File: src/rtl/mano_ureg_pkg.sv
// Shared operation encodings and priority order for the mano_ureg register.
package mano_ureg_pkg;

  localparam int NUM_OPS = 6;

  typedef enum logic [NUM_OPS-1:0] {
    OP_NONE = 6'b000000,
    OP_CLR  = 6'b000001,
    OP_INC  = 6'b000010,
    OP_LD   = 6'b000100,
    OP_DEC  = 6'b001000,
    OP_SHL  = 6'b010000,
    OP_SHR  = 6'b100000
  } op_e;

  // Highest priority first; index 0 wins when several requests are asserted.
  localparam op_e PRIO_ORDER [NUM_OPS] = '{OP_CLR, OP_INC, OP_LD, OP_DEC, OP_SHL, OP_SHR};

endpackage

File: src/rtl/mano_ureg_prio.sv
// Combinational priority encoder: six request lines to a one-hot operation select.
module mano_ureg_prio
  import mano_ureg_pkg::*;
(
  input  logic clr,
  input  logic inc,
  input  logic ld,
  input  logic dec,
  input  logic shl,
  input  logic shr,
  output op_e  sel
);

  logic [NUM_OPS-1:0] reqv;

  assign reqv = ({NUM_OPS{clr}} & OP_CLR) | ({NUM_OPS{inc}} & OP_INC) |
                ({NUM_OPS{ld}}  & OP_LD)  | ({NUM_OPS{dec}} & OP_DEC) |
                ({NUM_OPS{shl}} & OP_SHL) | ({NUM_OPS{shr}} & OP_SHR);

  // Scan from lowest to highest priority so the last hit is the winner.
  always_comb begin
    sel = OP_NONE;
    for (int i = NUM_OPS - 1; i >= 0; i--) begin
      if ((reqv & PRIO_ORDER[i]) != '0) sel = PRIO_ORDER[i];
    end
  end

endmodule

File: src/rtl/mano_ureg.sv
// Mano-style universal register: clear, increment, load, decrement and serial shifts
// with carry/borrow flag, sticky overflow and a combinational zero flag.
module mano_ureg
  import mano_ureg_pkg::*;
#(
  parameter int               WIDTH   = 16,
  parameter logic [WIDTH-1:0] RST_VAL = '0,
  parameter int               SAT     = 0
) (
  input  logic             clk,
  input  logic             rst,
  input  logic             clr,
  input  logic             inc,
  input  logic             ld,
  input  logic             dec,
  input  logic             shl,
  input  logic             shr,
  input  logic             sin,
  input  logic [WIDTH-1:0] d,
  output logic [WIDTH-1:0] q,
  output logic             cy,
  output logic             ovf,
  output logic             zero
);

  localparam logic [WIDTH-1:0] ONE = {{(WIDTH-1){1'b0}}, 1'b1};

  op_e              sel;
  logic [WIDTH-1:0] q_nxt;
  logic             cy_nxt;
  logic             ovf_nxt;
  logic             q_max;
  logic             q_min;

  mano_ureg_prio u_prio (
    .clr (clr),
    .inc (inc),
    .ld  (ld),
    .dec (dec),
    .shl (shl),
    .shr (shr),
    .sel (sel)
  );

  assign q_max = &q;
  assign q_min = (q == '0);
  assign zero  = q_min;

  // Boundary inc/dec flag overflow; saturation simply leaves q where it is.
  always_comb begin
    q_nxt   = q;
    cy_nxt  = cy;
    ovf_nxt = ovf;
    case (sel)
      OP_CLR: begin
        q_nxt   = RST_VAL;
        cy_nxt  = 1'b0;
        ovf_nxt = 1'b0;
      end
      OP_INC: begin
        if (q_max) begin
          q_nxt   = (SAT != 0) ? q : '0;
          cy_nxt  = 1'b1;
          ovf_nxt = 1'b1;
        end else begin
          q_nxt  = q + ONE;
          cy_nxt = 1'b0;
        end
      end
      OP_LD: begin
        q_nxt  = d;
        cy_nxt = 1'b0;
      end
      OP_DEC: begin
        if (q_min) begin
          q_nxt   = (SAT != 0) ? q : '1;
          cy_nxt  = 1'b1;
          ovf_nxt = 1'b1;
        end else begin
          q_nxt  = q - ONE;
          cy_nxt = 1'b0;
        end
      end
      OP_SHL: begin
        q_nxt  = {q[WIDTH-2:0], sin};
        cy_nxt = q[WIDTH-1];
      end
      OP_SHR: begin
        q_nxt  = {sin, q[WIDTH-1:1]};
        cy_nxt = q[0];
      end
      default: ;
    endcase
  end

  always_ff @(posedge clk or posedge rst) begin
    if (rst) q <= RST_VAL;
    else     q <= q_nxt;
  end

  always_ff @(posedge clk or posedge rst) begin
    if (rst) cy <= 1'b0;
    else     cy <= cy_nxt;
  end

  always_ff @(posedge clk or posedge rst) begin
    if (rst) ovf <= 1'b0;
    else     ovf <= ovf_nxt;
  end

endmodule

File: config.mk
export PLATFORM = sky130hd
export DESIGN_NAME = mano_ureg
export DESIGN_NICKNAME = d
export VERILOG_FILES = /design/src/rtl/mano_ureg_pkg.sv /design/src/rtl/mano_ureg_prio.sv /design/src/rtl/mano_ureg.sv
export SDC_FILE = /design/constraint.sdc
export NUM_CORES = 1
export LEC_CHECK = 0
export BUFFER_PORTS_ARGS = -buffer_cell sky130_fd_sc_hd__buf_2
export CELL_PAD_IN_SITES_DETAIL_PLACEMENT = 1
export CELL_PAD_IN_SITES_GLOBAL_PLACEMENT = 2
export CORE_UTILIZATION = 31
export DETAILED_ROUTE_END_ITERATION = 8
export PLACE_DENSITY = 0.79
export SLEW_MARGIN = 10
export SYNTH_ARGS = -nofsm -noshare
export SYNTH_HDL_FRONTEND = slang
export SYNTH_SLANG_ARGS = --single-unit
File: constraint.sdc
create_clock -name clk -period 2.7 [get_ports clk]
set_input_delay 0.135 -clock clk [delete_from_list [all_inputs] [get_ports clk]]
set_output_delay 0.135 -clock clk [all_outputs]
set_load 0.05 [all_outputs]
After elaboration in Yosys (flattened, before gate mapping)
Cells that the tools add are included.

Bits in registers: 18. Input bits: 25. Output and inout port bits: 19. Logic and storage cells: 40.

$add $sub $neg: 2. Equal/unequal tests: 8. Multiplexer cells: 15. Bitwise gates (word level): 5. Reduce and logical (&&, ||, !) cells: 7.

Operators with widths (number): 16-bit one-hot mux with 6 select lines (1); 6-bit 2-to-1 mux (6); 16-bit 2-to-1 mux (2); 16-bit by 1-bit adder with 16-bit output (second input constant) (1); 16-bit zero test (1); 16-bit AND reduction (1); 16-bit by 1-bit subtractor with 16-bit output (second input constant) (1); 6-bit by 1-bit == test with 1-bit output (second input constant) (1); 6-bit by 2-bit == test with 1-bit output (second input constant) (1); 6-bit by 3-bit == test with 1-bit output (second input constant) (1); 6-bit by 4-bit == test with 1-bit output (second input constant) (1); 6-bit by 5-bit == test with 1-bit output (second input constant) (1); 6-bit == test (second input constant) (1); 6-bit by 3-bit bitwise OR with 6-bit output (1); 6-bit by 4-bit bitwise OR with 6-bit output (1); 6-bit by 5-bit bitwise OR with 6-bit output (1); 6-bit bitwise OR (1); 6-bit nonzero test (1); 1-bit one-hot mux with 5 select lines (1); 5-bit nonzero test (1); 1-bit 2-to-1 mux (4); 2-bit != test (second input constant) (2); 1-bit one-hot mux with 3 select lines (1); 3-bit AND reduction (1); 3 further kinds (3).

Depth between registers and ports, before layout
Depth in word-level cells: 14. Gate-level depth with buffers: 8. Depth with buffers taken out: 7.

Hierarchy
Synthesis repeated with hierarchy kept, for this count alone.

Cell total of the unflattened synthesis: 251. Area, all modules: 2014.4 um2.

By module, submodules not included: mano_ureg (instances 1, cells an instance 244, area each 1953.1 um2, seq. area each 450.4 um2); mano_ureg_prio (instances 1, cells an instance 7, area each 61.3 um2, seq. area each 0.0 um2).

Least setup slack after synthesis
OpenSTA, ideal clock, no wires.

Kind: flip-flop to flip-flop. Start: reg q[0]. End: reg q[8]. Setup time: 0.131 ns. Arrival time: 2.148 ns. Required time: 2.569 ns. Setup slack: 0.422 ns. Cell stages (with the launch flop): 9. Buffers on the path: 1. Period minus slack after synthesis: 2.278 ns. Path through: dfrtp_1 > clkbuf_1 > inv_1 > ha_1 > or3b_2 > nor3_1 > xor2_1 > a221oi_1 > nand2_1.

Longest elaborated chain between the ends: 3. Elaborated cells between the ends (all ways): 7. Those cells by class: add/sub (2); mux (3); reduce/logical (2).

Ends and longest elaborated chain: from (decl) (line mano_ureg.sv:20) `output logic [WIDTH-1:0] q,`; from (signal assigned) (line mano_ureg.sv:98) `else q <= q_nxt;`; 16-bit by 1-bit subtractor with 16-bit output, or another cell as far along (line mano_ureg.sv:80) `q_nxt = q - ONE;`; 16-bit 2-to-1 mux, on equally long branches (line mano_ureg.sv:75, mano_ureg.sv:61); 16-bit one-hot mux with 6 select lines (*) (line mano_ureg.sv:54) `case (sel)`.

Every way passes the cells marked *; elsewhere a longest branch is shown, timed or not. A chain may end at the register's enable or synchronous reset.

Final worst setup path
Start: reg q[7]. End: out zero.

Longest elaborated chain between the ends: 1.

Ends and longest elaborated chain: 16-bit zero test (line mano_ureg.sv:46) `assign q_min = (q == '0);`; to (decl) (line mano_ureg.sv:23) `output logic zero`.

No other way between the ends.

==> key figures <==
Run status
  – Status: finished, final reports clean

Clock tree
  – CTS root buffer: clkbuf_8
  – Max clock buf depth: 2
  – Clock transition at path regs: 80 ps
  – CTS Sinks: 18
  – Post-CTS resize count: 0
  – Hold Buf Count CTS: 0
  – Clk Latency, worst-skew pair: 260 ps
  – CTS tree: done
  – Post-CTS Setup Bufs: 0
  – H-tree depth: 1
  – CTS buffer count: 3

Yosys
  – Post-synth top area cell: dfrtp_1
  – Post-synth EDFFs: 0
  – Post-synthesis cell type count: 53
  – Synth top cells by count: 19 x nand2_1, 18 x dfrtp_1, 18 x o21ai_0, 14 x clkbuf_1
  – Leading register cell type out of synthesis: dfrtp_1
  – Largest family of logic cells by synthesized area: simple AND/OR/NAND/NOR gates
  – Count of yosys warnings during synthesis: 0
  – Mapped Area: 1850 um2
  – Synth top area share: 24.4%
  – Net Count, Synth: 265
  – Register bit count reported by yosys: 18
  – Post-synthesis mux area share: 4.33%
  – Count leader, synth: nand2_1
  – Synth Area in Simple Gates: 28.4%
  – Seq/Total Area, Yosys: 24.4%
  – Ranking of synthesized cells by area: dfrtp_1 24%, a221oi_1 5.7%, xnor2_1 5.7%, o21ai_0 4.9%, mux2i_1 4.3%
  – Syn Area/Cell: 7.80 um2
  – Synth Area in Compound Gates: 26.4%
  – Adder-cell area share of the yosys netlist: 2.03%
  – FFs w/ async S/R, synth: 100%
  – Post-Synth XOR/XNOR Area: 7.58%
  – Synth Instances: 237

Detailed routing
  – DRT antenna net count: 0
  – DRC Markers: 0
  – WL per Instance: 21.2 um
  – Iteration-0 DRC count of the detailed router: 130
  – Post-Route WL: 7300 um
  – Via/cell ratio: 6.13
  – Drt first pass iters: 5
  – Via count: 2116

Power
  – Pint: 0.761 mW
  – Gate power share: 55.3%
  – Leakage power: 0.961 nW
  – Peak VDD IR: 0.296 mV
  – Net switching power: 0.843 mW
  – Power density cells: 725 nW/um2
  – Sequential power share: 29.5%
  – Clk pwr share: 15.2%
  – Net Sw Frac: 52.5%

Floorplan
  – Initial core utilization: 32.8%
  – Die height: 79.2 um
  – Die width: 79.2 um
  – Site row count: 27
  – Placeable Area: 5640 um2
  – I/O pins: 44
  – Die area: 6270 um2

Place
  – Routability cong.: 0.843
  – Hpwl dp: 5190 um
  – IO Port Bufs: 43
  – Placed cell count: 341

Final layout
  – Layout Area Growth over Synthesis: 19.8%
  – Final core utilization: 39.2%
  – ANT cells: 0
  – Final cell count without fillers: 345
  – Final-stage net count: 302
  – Layout cells sized above 1: 25.3%

Critical path
  – Crit path largest cell delay: 580 ps
  – Startpoint Class: register
  – Worst path cell trace: nor4_2 -> and3_1 -> and2_1 -> buf_2
  – Crit Path Class: register to output port
  – CP Capture Type: output port
  – CP required: 2570 ps
  – Critical path arrival: 2200 ps
  – Worst Path Max Fanout: 13
  – Highest-delay cell along the critical path: nor4_2

Run
  – Max_cap viols: 0

STA
  – Final hold vios: 0
  – Crit share post-route: 86.3%
  – Fmax achieved: 429 MHz
  – Slew Viols, Final: 0
  – Post-route setup TNS: 0 ps
  – Min Hold Slack: 20.0 ps
  – Slew headroom: 44.5%
  – Tightest Pin Transition: 831 ps
  – Final Critical Period: 2330 ps
  – Final count of negative-setup-slack endpoints: 0
  – RSZ-0062 raised after global routing: no
  – Clock Skew: 2.23 ps

Global route
  – Antenna violations before repair: 0
  – Largest net degree at the start of global routing: 19
  – Global-route wire length before repair: 11900 um
  – GRT Util Overall: 24.9%
  – Total gr overflow: 0
  – Vias in the first global route: 2164

Hold path
  – Hold WC Path Type: input pin to asynchronous set/reset pin
## sequential cells by signal, indices dropped and copies added, names as in the netlist
register / count
q: 16
cy: 1
ovf: 1
## through the flow
| step | setup WS, ps | instance area, um2 | power, mW |
|---|---|---|---|
| floorplan | 422 | 1850 | 1.09 |
| global placement | 481 | 2160 | 1.35 |
| detailed placement | 467 | 2160 | 1.36 |
| CTS | 399 | 2210 | 1.60 |
| global route | 259 | 2210 | 1.71 |
| finish | 370 | 2210 | 1.60 |
## metal layers
metal  wire (um)  global-route usage [%]  up-vias
li1            -                       -      977
met1        3440                    35.3     1058
met2        3380                    39.7       75
met3         406                    2.53        6
met4          69                    6.73        0
met5           0                       0        -
## critical path, delay by kind of cell (launching register included)
family        cells  cell delay (ps)
buf+inv           1              300
flops             1              540
simple gates      3             1090
## kinds of logic after synthesis
family                   Yosys count
AND/OR/NAND/NOR                   94
flip-flops                        18
adder cells (fa/ha/maj)            3
XOR/XNOR                          16
AO/OA/AOI/OAI                     68
multiplexers                       8
buffers and inverters             30
## placed cells by master (no fill, tap or decap), types with 3 or more instances in the layout
master	synthesis	layout
a222oi_1	3	3
nand2_1	19	19
clkbuf_8	0	4
inv_1	6	6
mux2i_1	8	8
or3_1	4	4
o211ai_1	5	5
a21oi_1	10	10
nor4_1	5	5
and2_1	3	3
nand4_1	8	8
buf_4	1	13
xnor2_1	12	12
ha_1	3	3
xor2_1	4	4
a221oi_1	12	12
o21ai_0	18	18
nand3_1	11	11
nor2_1	11	11
and3_1	3	3
nor2b_1	3	3
buf_2	8	43
nor3_1	9	9
dfrtp_1	18	18
## power groups by stage
stage	Clock (mW)	Sequential, mW	Combinational [mW]
after floorplan	0	0.571	0.520
after global placement	0	0.475	0.876
after detailed placement	0	0.476	0.879
after CTS	0.245	0.471	0.884
after global routing	0.258	0.489	0.963
final	0.244	0.473	0.888
## final cells by class
type	instances	area [um2]
clock buffer	4	55.1
fill	697	3430
timing repair buffer	56	313
multi-input combinational	189	1280
inverter	6	22.5
sequential	18	450
tap	72	90.1
## path summary, 6_finish.rpt
path / from / endpoint / slack (ps) / cells past startpoint
max in group asynchronous: rst / ovf / 2160 / 2
hold reg to reg: cy / cy / 620 / 2
hold / removal: rst / q[12] / 20 / 2
setup / recovery: q[7] / zero / 370 / 4
min in group clk: d[0] / q[0] / 110 / 3
setup reg to reg: q[0] / q[8] / 430 / 7
Note: power is estimated with default switching activity, not from simulation.
